## src/rtl/regfile_pkg.sv

```systemverilog
// Shared definitions for the register-file datapath.
//   DEF_DATA_W   : default register/data width in bits
//   DEF_NUM_REGS : default number of architectural registers
//   CC_N/CC_Z/CC_P : {N,Z,P} condition-code encodings
package regfile_pkg;

    localparam int DEF_DATA_W   = 16;
    localparam int DEF_NUM_REGS = 8;

    localparam logic [2:0] CC_N = 3'b100;
    localparam logic [2:0] CC_Z = 3'b010;
    localparam logic [2:0] CC_P = 3'b001;

endpackage

```

## src/rtl/nzp_gen.sv

```systemverilog
// Combinational NZP classifier, shared by datapath blocks that need to
// derive condition codes from a data word.
//   data : DATA_W-bit value, interpreted as two's complement
//   nzp  : CC_N if negative, CC_Z if zero, CC_P otherwise
module nzp_gen
    import regfile_pkg::*;
#(
    parameter int DATA_W = DEF_DATA_W
) (
    input  logic [DATA_W-1:0] data,
    output logic [2:0]        nzp
);

    // Sign bit takes priority; zero is only possible with the sign bit clear.
    always_comb begin
        nzp = CC_P;
        if (data[DATA_W-1]) begin
            nzp = CC_N;
        end else if (data == '0) begin
            nzp = CC_Z;
        end
    end

endmodule

```

## src/rtl/reg_file_pipe.sv

```systemverilog
// Pipelined register file with a busy-bit scoreboard and NZP condition codes.
//   clk, rst           : rising-edge clock, asynchronous active-high reset
//   rd_addr1/2         : read-port register selects
//   rd_data1/2         : combinational read data with write-through bypass
//   rd_busy1/2         : selected register has a pending reserved write
//   rsv_en, rsv_addr   : issue-stage reservation of a destination register
//   wr_en, wr_addr,
//   wr_data, wr_setcc  : writeback port, optionally updating cc
//   cc                 : registered {N,Z,P} condition codes
//   rsv_err            : one-cycle pulse after reserving an already-busy register
module reg_file_pipe
    import regfile_pkg::*;
#(
    parameter int DATA_W   = DEF_DATA_W,
    parameter int NUM_REGS = DEF_NUM_REGS,
    localparam int ADDR_W  = $clog2(NUM_REGS)
) (
    input  logic              clk,
    input  logic              rst,
    input  logic [ADDR_W-1:0] rd_addr1,
    input  logic [ADDR_W-1:0] rd_addr2,
    output logic [DATA_W-1:0] rd_data1,
    output logic [DATA_W-1:0] rd_data2,
    output logic              rd_busy1,
    output logic              rd_busy2,
    input  logic              rsv_en,
    input  logic [ADDR_W-1:0] rsv_addr,
    input  logic              wr_en,
    input  logic [ADDR_W-1:0] wr_addr,
    input  logic [DATA_W-1:0] wr_data,
    input  logic              wr_setcc,
    output logic [2:0]        cc,
    output logic              rsv_err
);

    logic [DATA_W-1:0]   regs [NUM_REGS];
    logic [NUM_REGS-1:0] busy;
    logic [NUM_REGS-1:0] wrSel;
    logic [NUM_REGS-1:0] rsvSel;
    logic [2:0]          wrNzp;
    logic                rsvConflict;

    nzp_gen #(
        .DATA_W(DATA_W)
    ) ccGen (
        .data(wr_data),
        .nzp (wrNzp)
    );

    // One-hot write/reserve selects. Out-of-range addresses (possible when
    // NUM_REGS is not a power of two) select nothing. The write select is
    // also suppressed during reset so the bypass cannot leak wr_data onto
    // the read ports while outputs must show reset values.
    always_comb begin
        wrSel  = '0;
        rsvSel = '0;
        if (wr_en && !rst && (int'(wr_addr) < NUM_REGS)) begin
            wrSel[wr_addr] = 1'b1;
        end
        if (rsv_en && (int'(rsv_addr) < NUM_REGS)) begin
            rsvSel[rsv_addr] = 1'b1;
        end
    end

    // A re-reservation is only an error if the register stays busy, i.e.
    // its outstanding write is not retiring in this same cycle.
    always_comb begin
        rsvConflict = 1'b0;
        if (rsvSel != '0) begin
            rsvConflict = busy[rsv_addr] && !wrSel[rsv_addr];
        end
    end

    always_ff @(posedge clk or posedge rst) begin
        if (rst) begin
            for (int i = 0; i < NUM_REGS; i++) begin
                regs[i] <= '0;
            end
        end else begin
            for (int i = 0; i < NUM_REGS; i++) begin
                if (wrSel[i]) begin
                    regs[i] <= wr_data;
                end
            end
        end
    end

    // Reservation is OR-ed in after the clear so a same-cycle reserve of the
    // register being written back leaves it busy for the next producer.
    always_ff @(posedge clk or posedge rst) begin
        if (rst) begin
            busy    <= '0;
            rsv_err <= 1'b0;
        end else begin
            busy    <= (busy & ~wrSel) | rsvSel;
            rsv_err <= rsvConflict;
        end
    end

    // Condition codes follow any setcc writeback, even to an ignored address.
    always_ff @(posedge clk or posedge rst) begin
        if (rst) begin
            cc <= CC_Z;
        end else if (wr_en && wr_setcc) begin
            cc <= wrNzp;
        end
    end

    // Read port 1: in-flight writeback data wins over stored contents, and a
    // register being written this cycle is no longer reported busy.
    always_comb begin
        rd_data1 = '0;
        rd_busy1 = 1'b0;
        if (int'(rd_addr1) < NUM_REGS) begin
            rd_data1 = wrSel[rd_addr1] ? wr_data : regs[rd_addr1];
            rd_busy1 = busy[rd_addr1] && !wrSel[rd_addr1];
        end
    end

    // Read port 2: identical behaviour, fully independent of port 1.
    always_comb begin
        rd_data2 = '0;
        rd_busy2 = 1'b0;
        if (int'(rd_addr2) < NUM_REGS) begin
            rd_data2 = wrSel[rd_addr2] ? wr_data : regs[rd_addr2];
            rd_busy2 = busy[rd_addr2] && !wrSel[rd_addr2];
        end
    end

endmodule

```

## config.mk

```make
export PLATFORM = sky130hd
export DESIGN_NAME = reg_file_pipe
export DESIGN_NICKNAME = d
export VERILOG_FILES = /design/src/rtl/regfile_pkg.sv /design/src/rtl/nzp_gen.sv /design/src/rtl/reg_file_pipe.sv
export SDC_FILE = /design/constraint.sdc
export NUM_CORES = 1
export LEC_CHECK = 0
export BUFFER_PORTS_ARGS = -buffer_cell sky130_fd_sc_hd__buf_2
export CAP_MARGIN = 20
export CORE_ASPECT_RATIO = 0.5
export CORE_MARGIN = 2
export CORE_UTILIZATION = 27
export DETAILED_ROUTE_END_ITERATION = 10
export SYNTH_ARGS = -nofsm -noshare
export SYNTH_HDL_FRONTEND = slang
export SYNTH_SLANG_ARGS = --single-unit
export TNS_END_PERCENT = 5
```

## constraint.sdc

```tcl
create_clock -name clk -period 5.65 [get_ports clk]
set_clock_uncertainty 0.15 [all_clocks]
set_input_delay 1.4125 -clock clk [delete_from_list [all_inputs] [get_ports clk]]
set_output_delay 1.4125 -clock clk [all_outputs]
set_load 0.05 [all_outputs]
```

==> flow_summary.ini <==
[timing]
period_minus_slack_ns = 4.942
fmax_mhz = 202.4
relSlewSlack = 0.3113
hold_violations = 0
tns_ns = 0
timing.final.crit_share = 0.8746
setup_violations = 0
rsz0062_at_grt = false
hold_ws_ns = 0.3308
setup_slack_ns = 0.7084
worstMarginPinSlew_ns = 1.032
slew_viol_final = 0

[clock_network]
cts_max_level = 4
clk_pin_slew_ns = 0.06
clock_sinks = 140
cts_inserted_buffers = 17
clock_path_buffers = 2
cts_resized = 0
cts_setup_buffers = 0
cts_tree = built
clock_latency_ns = 0.42
root_buffer = clkbuf_16
cts_hold_buf = 0

[detailed_routing]
wl_per_cell_um = 20.24
remaining_drc_errors = 0
drtIter0Drc = 245
vias = 5062
drt_wl_total_um = 20620
drt_first_pass_iters = 4
final_antenna_net_count = 0
viasPerCell = 4.968

[worst_setup_path]
slowest_stage = nand4_1
worstSetupPathType = in2out
critical_path.top_delay_family = buffers and inverters
cp_common_cell = buf_2
cp-start-kind = primary input
path_max_fanout = 28
endpoint_kind = primary output
crit_buf_inv = 3
crit_arrival_ns = 3.38
crit_chain = buf_2 > xnor2_1 > nand4_1 > buf_12 > a21oi_1 > buf_2
crit_required_ns = 4.09
max_stage_delay_ns = 0.45

[place]
place_inst = 987
port_buffers = 70
dp_hpwl_um = 13090
pre_cts_ws_ns = 0.6652
dpl_cell_area_um2 = 8648
gp_congestion = 0.7760

[synthesis]
synthDistinctLibCells = 38
ys_seq_area_frac = 0.4414
synthCells = 566
syn-num-nets = 599
syn_area_um2 = 7939
synth_edf_count = 0
synth_seq_cells = 140
postSynthAreaPerCell_um2 = 14.03
ys_warn_count = 0
async_flop_share = 1.000
synthFlopType = dfrtp_1

[cells_and_area]
drive_above_1_share = 0.5207
multi_input_area_um2 = 4081
design_area_um2 = 9269
seq_area_um2 = 3505
antennaDiodeCount = 0
fin_util = 0.3201
final_common_cell = dfrtp_1
n_fill_cell = 2875
layout_common_cells = dfrtp_1, mux2_2, buf_2, mux4_2, nor2_1
areaGrowthSynthToFinish_pct = 16.75
nets = 648
final_cells = 1019

[floorplanning]
core_um2 = 28960
ios = 71
die_w_um = 246.5
row_count = 44
dieArea_um2 = 30870
start_util = 0.2742
die_h_um = 125.3

[pwr]
leakage_nw = 3.987
report.power.total_mw = 3.630
ir_drop_v = 0.0002140
power.density_nw_per_um2 = 391.6

[global_route]
overflow = 0
grt_start_max_net_pins = 76
grt_pass1_wl_um = 32320
antenna_found_initial = 0
track_usage = 0.1392
grt_pass1_vias = 5324

[hold_path]
hp-class = reg2reg

[run]
maxCapViolCount = 0

[status]
status = complete, no violations
[layout make-up]
cell class | instances | share of cell area
Clock buffer | 18 | 0.04738
Multi-Input combinational cell | 358 | 0.4403
Timing Repair Buffer | 88 | 0.05724
Sequential cell | 140 | 0.3781
Tap cell | 391 | 0.05278
Inverter | 10 | 0.004590
Clock inverter | 14 | 0.01957
[state kept, by name (all words and copies together) (netlist names)]
signal / count
busy: 8
cc: 3
regs: 128
rsv_err: 1
[kinds of logic (layout without fill, tap and decap cells)]
logic type,count (synthesis),in the layout,synth area share
AOI/OAI and AO/OA,47,47,0.03373
buffers and inverters,68,130,0.04444
DFF,140,140,0.4415
and+or+nand+nor,71,71,0.05154
muxes,232,232,0.4200
xor gates and xnor gates,8,8,0.008826
[power by group]
group,total (mW),switching (mW),internal (mW)
registers,1.40,0.166,1.23
logic,1.07,0.574,0.495
clock network,1.16,0.447,0.716
[path summary, 6_finish.rpt]
path	start	end	slack (ns)	cells after the start
worst min register to register	cc[1]	cc[1]	0.33	2
worst max register to register	busy[4]	rsv_err	4.40	3
worst max-delay path	wr_addr[0]	rd_data2[7]	0.71	6
worst min-delay path	cc[1]	cc[1]	0.33	2
min in group asynchronous	rst	busy[4]	1.00	2
max in group asynchronous	rst	cc[1]	3.36	3
[per-layer routing]
layer	vias up	track usage	routed length [um]
li1	2234	-	-
met1	2704	0.1717	8640
met2	102	0.2464	10900
met3	22	0.02490	651
met4	0	0.04642	425
met5	-	0	0
[tightest hold or removal path, stage by stage (launching register included)]
cell	delay, ns
dfstp_2	0.37
nand2_1	0.04
o21ai_0	0.07
[Yosys cell counts (2+ instances only)]
cell,count,share of area
a21oi_1,33,0.021
a22o_1,2,0.0022
a32o_1,3,0.0038
and3_1,2,0.0016
buf_1,2,0.00095
buf_2,12,0.0076
buf_4,10,0.0095
buf_6,6,0.0085
clkbuf_1,28,0.013
dfrtp_1,139,0.44
inv_1,10,0.0047
mux2_1,2,0.0028
mux2_2,127,0.18
mux2i_1,35,0.044
mux4_2,68,0.19
nand2_1,5,0.0024
nand2_2,2,0.0016
nand2b_1,2,0.0016
nand3_1,2,0.0013
nand3b_4,2,0.0050
nand4_1,3,0.0024
nor2_1,38,0.018
nor3b_4,2,0.0047
nor4_1,5,0.0039
o21ai_0,3,0.0019
o22ai_1,5,0.0039
xnor2_1,6,0.0066
xor2_1,2,0.0022
Power figures use the tool's default switching activity.
